**src/rtl/pipelined_cpa.sv**
```systemverilog
// Pipelined carry-propagate adder/subtractor.
// Each stage resolves one SEG-bit slice of the carry chain. Operand bits for
// the upper slices travel forward with the partial sum, so every bit of a
// result leaves the last stage on the same cycle. One global advance signal
// moves the whole pipeline or freezes it.
module pipelined_cpa #(
    parameter int WIDTH = 16,
    parameter int SEG   = 4
) (
    input  logic             clk,
    input  logic             rst_n,
    input  logic             in_valid,
    output logic             in_ready,
    input  logic [WIDTH-1:0] a,
    input  logic [WIDTH-1:0] b,
    input  logic             cin,
    input  logic             sub,
    output logic             out_valid,
    input  logic             out_ready,
    output logic [WIDTH-1:0] sum,
    output logic             cout,
    output logic             ovf
);
    // WIDTH must be an integer multiple of SEG.
    localparam int STAGES = WIDTH / SEG;

    // One slice of the ripple chain: SEG-bit add with carry in, carry out on top.
    function automatic logic [SEG:0] seg_add(input logic [SEG-1:0] x,
                                             input logic [SEG-1:0] y,
                                             input logic           c);
        return {1'b0, x} + {1'b0, y} + {{SEG{1'b0}}, c};
    endfunction

    // Pipeline state, one entry per stage. r_b holds the effective operand
    // (already inverted for subtract), so the mode needs no further tracking.
    logic [WIDTH-1:0]  r_a   [STAGES];
    logic [WIDTH-1:0]  r_b   [STAGES];
    logic [WIDTH-1:0]  r_sum [STAGES];
    logic              r_cry [STAGES];
    logic [STAGES-1:0] r_vld;
    logic              r_ovf;

    // Per-stage inputs (from the ports for stage 0, else from the prior stage)
    // and the next-state values each stage computes.
    logic [WIDTH-1:0]  w_src_a [STAGES];
    logic [WIDTH-1:0]  w_src_b [STAGES];
    logic [WIDTH-1:0]  w_src_s [STAGES];
    logic              w_src_c [STAGES];
    logic [SEG:0]      w_seg   [STAGES];
    logic [WIDTH-1:0]  w_nsum  [STAGES];
    logic              w_ncry  [STAGES];
    logic              w_novf;
    logic              w_adv;

    // Whole pipeline moves whenever the output slot is empty or being taken.
    assign w_adv     = !r_vld[STAGES-1] || out_ready;
    assign in_ready  = w_adv;
    assign out_valid = r_vld[STAGES-1];
    assign sum       = r_sum[STAGES-1];
    assign cout      = r_cry[STAGES-1];
    assign ovf       = r_ovf;

    // Slice arithmetic: stage k fills bits [k*SEG +: SEG] of the partial sum.
    always_comb begin
        w_src_a[0] = a;
        w_src_b[0] = sub ? ~b : b;
        w_src_c[0] = cin ^ sub;
        w_src_s[0] = '0;
        for (int k = 1; k < STAGES; k++) begin
            w_src_a[k] = r_a[k-1];
            w_src_b[k] = r_b[k-1];
            w_src_c[k] = r_cry[k-1];
            w_src_s[k] = r_sum[k-1];
        end
        for (int k = 0; k < STAGES; k++) begin
            w_seg[k]  = seg_add(w_src_a[k][k*SEG +: SEG], w_src_b[k][k*SEG +: SEG], w_src_c[k]);
            w_nsum[k] = w_src_s[k];
            w_nsum[k][k*SEG +: SEG] = w_seg[k][SEG-1:0];
            w_ncry[k] = w_seg[k][SEG];
        end
        // Signed overflow: effective operands agree in sign, result does not.
        w_novf = (w_src_a[STAGES-1][WIDTH-1] == w_src_b[STAGES-1][WIDTH-1]) &&
                 (w_nsum[STAGES-1][WIDTH-1] != w_src_a[STAGES-1][WIDTH-1]);
    end

    // Shift every stage together on advance; reset clears valids and the visible outputs.
    always_ff @(posedge clk) begin
        if (!rst_n) begin
            r_vld           <= '0;
            r_sum[STAGES-1] <= '0;
            r_cry[STAGES-1] <= 1'b0;
            r_ovf           <= 1'b0;
        end else if (w_adv) begin
            r_vld[0] <= in_valid;
            for (int k = 1; k < STAGES; k++) begin
                r_vld[k] <= r_vld[k-1];
            end
            for (int k = 0; k < STAGES; k++) begin
                r_a[k]   <= w_src_a[k];
                r_b[k]   <= w_src_b[k];
                r_sum[k] <= w_nsum[k];
                r_cry[k] <= w_ncry[k];
            end
            r_ovf <= w_novf;
        end
    end

endmodule

```
**config.mk**
```make
export PLATFORM = sky130hd
export DESIGN_NAME = pipelined_cpa
export DESIGN_NICKNAME = d
export VERILOG_FILES = /design/src/rtl/pipelined_cpa.sv
export SDC_FILE = /design/constraint.sdc
export NUM_CORES = 1
export LEC_CHECK = 0
export CAP_MARGIN = 40
export CELL_PAD_IN_SITES_DETAIL_PLACEMENT = 1
export CELL_PAD_IN_SITES_GLOBAL_PLACEMENT = 1
export CORE_UTILIZATION = 45
export DETAILED_ROUTE_END_ITERATION = 7
export PLACE_DENSITY = 0.91
export SYNTH_ARGS = -nofsm -noshare
export SYNTH_HDL_FRONTEND = slang
export SYNTH_SLANG_ARGS = --single-unit
```
**constraint.sdc**
```tcl
create_clock -name clk -period 5.45 [get_ports clk]
set_clock_uncertainty 0.15 [all_clocks]
set_input_delay 1.635 -clock clk [delete_from_list [all_inputs] [get_ports clk]]
set_output_delay 1.635 -clock clk [all_outputs]
set_load 0.05 [all_outputs]
```
Yosys cells after proc, flatten, opt, wreduce, memory -nomap -nowiden:

Memories as Yosys holds them, arrays and structs flattened.
Cells that the tools add are included.

* logic and storage cells: 30
* output and inout bits: 20
* memories kept: 4
* bits in writable memories: 196
* bits in registers: 5

* eq/ne operators: 2
* bitwise operators: 4
* $add $sub $neg: 8
* mux-type cells: 7
* reductions and logical operators: 3

Memories
* r_a: depth 4, bits a word 16, read ports 3, clocked after memory_dff 0, write ports 4, RTL line 36 `logic [WIDTH-1:0] r_a [STAGES];`
* r_b: depth 4, bits a word 16, read ports 3, clocked after memory_dff 0, write ports 4, RTL line 37 `logic [WIDTH-1:0] r_b [STAGES];`
* r_sum: depth 4, bits a word 16, read ports 4, clocked after memory_dff 0, write ports 4, RTL line 38 `logic [WIDTH-1:0] r_sum [STAGES];`
* r_cry: depth 4, bits a word 1, read ports 4, clocked after memory_dff 0, write ports 4, RTL line 39 `logic r_cry [STAGES];`

Operators with widths (number)
* 16-bit two-way mux: 2
* 4-bit by 4-bit adder with 5-bit output: 4
* 5-bit by 1-bit adder with 5-bit output: 4
* 16-bit NOT: 1
* 1-bit two-way mux: 5
* 1-bit OR: 2
* 1-bit equality test: 1
* 1-bit logical AND: 1
* 1-bit zero test: 1
* 1-bit logical OR: 1
* 1-bit != test: 1
* 1-bit XOR: 1

Depth between registers and ports, before layout:

Gate-level depths: netlist (run 1).

* depth after elaboration: 6
* mapped depth: 7

Worst setup path before layout (run 1):

No wires, ideal clock.

* kind: input to register
* start point: input out_ready
* end point: memory r_a[0][10], enable pin
* library setup time: 429 ps
* slack: 1372 ps
* arrival time: 3499 ps
* cell stages on the path: 6
* cells stage by stage: nor2b_2 -> buf_6 -> inv_2 -> buf_6 -> nand2_1 -> inv_1

RTL lines
* start, declared: RTL line 19 `input logic out_ready,`
* end, declared: RTL line 36

Worst setup path after layout (run 1):

* start point: input out_ready
* end point: output in_ready

* cells in the longest elaborated chain, start to end: 1

Ends and longest elaborated chain
* 1-bit logical OR: RTL line 56 `assign w_adv = !r_vld[STAGES-1] || out_ready;`
* end, declared: RTL line 13 `output logic in_ready,`

No other way between the ends.

==> impl_metrics.tcl, run 1 <==
set metrics [dict create \
    ys_ff_latch 97 \
    die_w_um 95.3 \
    clkTransAtPathRegs_ns 0.09 \
    ys_types 27 \
    antennaDiodeCount 0 \
    synth.area.top_cells "edfxtp_1, xor2_1, fa_1, ha_1, buf_4" \
    grt_usage 0.143 \
    peakVddDrop_mv 0.169 \
    ioPinCount 58 \
    synth_largest_area_cell "edfxtp_1" \
    layout_commonest_cell "edfxtp_1" \
    vias 1838 \
    crit_chain "clkdlybuf4s50_1, nor2b_2, inv_2, clkdlybuf4s50_1" \
    die-area_sq_mm 0.00908 \
    drtIter0Drc 105 \
    p_per_area_mw_per_mm2 335 \
    root_buffer "clkbuf_8" \
    cts_htree_levels 3 \
    min_period_over_period 0.907 \
    drt_wl_total_um 5690 \
    timing.hold.ws_ns 0.271 \
    cp-end-kind "output pin" \
    hold_buffers 0 \
    vias_per_cell 4.75 \
    cts_max_path_buffers 2 \
    drv_cap 0 \
    gp_congestion 0.748 \
    setup_tns_ns 0 \
    status "completed" \
    min-delay-path-class "flip-flop to flip-flop" \
    fmax_ghz 0.202 \
    netlist_area_sq_mm 0.00392 \
    ant_nets 0 \
    finalWorstSetupSlack_ns 0.509 \
    row_count 33 \
    synth_fp_nets 285 \
    grt_max_degree 32 \
    arrival_ns 3.16 \
    firstDrtPassIters 4 \
    cts_tree "built" \
    initial_core_util 0.472 \
    period_needed_ns 4.94 \
    fill_cells 763 \
    ctsResizeCount 0 \
    leakagePower_uw 0.00178 \
    critPathLaunchType "input port" \
    numPortBuffers 57 \
    layout_common_cells "edfxtp_1, clkdlybuf4s50_1, xor2_1" \
    cts_buffers 9 \
    ys_seq_area_frac 0.731 \
    avgSynthCellArea_sq_um 17.2 \
    grt_first_pass_wirelength_um 9290 \
    overflow 0 \
    hold_viol 0 \
    cts_setup_buffers 0 \
    crit_fanout 8 \
    critPathMaxStageDelay_ns 0.71 \
    drive_gt1_frac 0.0957 \
    crit_slowest_cell "clkdlybuf4s50_1" \
    fin_util 0.562 \
    drc 0 \
    maxSlewHeadroom 0.546 \
    dp_cells 371 \
    rsz0062_at_grt "false" \
    place_ws_ns 0.487 \
    dieHeight_um 95.3 \
    wire_per_inst_um 14.7 \
    synth_cells 227 \
    fin_nets 335 \
    ys_warn_count 0 \
    required_ns 3.67 \
    clock_sinks 97 \
    coreArea_sq_mm 0.00830 \
    grt_pass1_vias 1949 \
    slew_viol_final 0 \
    yosysTopAreaCellShare 0.706 \
    area_delta_synth_final_pct 19.2 \
    worstMarginPinSlew_ns 0.679 \
    dp.final_hpwl_um 4150 \
    timing.critical_path.mode_cell "clkdlybuf4s50_1" \
    path_class "input port to output pin" \
    finalNonFillerCells 387 \
    antenna_found_initial 0 \
    clk_latency_ns 0.35 \
    setup-violations-final 0 \
]
sequential cells by signal (all words and copies together) (netlist names):
signal and cells:
ovf 1, r_a 24, r_b 24, r_cry 4, r_sum 40, r_vld 4
routing by layer:
metal / share of wire / track usage
met5: 0 / 0
met4: 0.022 / 0.0795
met3: 0.034 / 0.0311
met2: 0.51 / 0.242
met1: 0.43 / 0.170
through the flow:
stage / total power [uW] / instance area, sq um
floorplan: 1080 / 3920
global placement: 1140 / 4480
detailed placement: 1160 / 4480
CTS: 1590 / 4670
global route: 1640 / 4670
finish: 1560 / 4670
cell families (layout without fill, tap and decap cells):
group           after synthesis  count (layout)  synth area share
buf+inv                      30              85            0.0511
simple gates                 35              35            0.0479
flops                        97              97             0.731
xor+xnor                     24              24            0.0537
fa+ha+maj                    20              20            0.0793
compound gates               21              21            0.0368
cell usage after synthesis (all sizes together):
library cell / instances
xnor2: 5
a21oi: 9
or2: 1
and3: 14
o21ai: 1
ha: 12
buf: 22
nand2b: 1
a2111o: 1
inv: 7
fa: 8
a21o: 9
nor2: 4
dfxtp: 5
edfxtp: 92
nor2b: 2
nand2: 9
xor2: 19
o211ai: 1
nand3: 3
clkbuf: 1
nand4b: 1
worst paths after layout:
path,from,to,slack [ns],cells after the start
min,r_b[1][15]$_DFFE_PP_,r_b[2][15]$_DFFE_PP_,0.27,0
max reg2reg,r_vld[3]$_SDFFE_PN0P_,r_a[1][12]$_DFFE_PP_,3.21,6
max,out_ready,in_ready,0.51,4
min reg2reg,r_b[1][15]$_DFFE_PP_,r_b[2][15]$_DFFE_PP_,0.27,0
layout make-up:
type / instances / area, sq um / area share
flip-flops and latches: 97 / 2860 / 0.613
multi-input cells: 100 / 852 / 0.183
repair buffers: 62 / 608 / 0.130
well taps: 105 / 131 / 0.0282
clock buffers: 9 / 124 / 0.0265
clock inverters: 7 / 62.6 / 0.0134
inverters: 7 / 26.3 / 0.00563
where the power goes:
part / internal (uW) / switching (uW)
clock network: 175 / 255
logic: 93.6 / 120
registers: 899 / 20.9
worst max-delay path, delay by kind of cell:
| kind | cells | cell delay [ns] |
|---|---|---|
| buffers and inverters | 3 | 1.21 |
| and+or+nand+nor | 1 | 0.31 |
Power figures use the tool's default switching activity.
==> run 2: changes to the inputs <==
- CTS_CLUSTER_SIZE: unset -> 12
==> results of run 2 <==
Same layout as run 1: the final DEF is identical, and so are final timing and power.
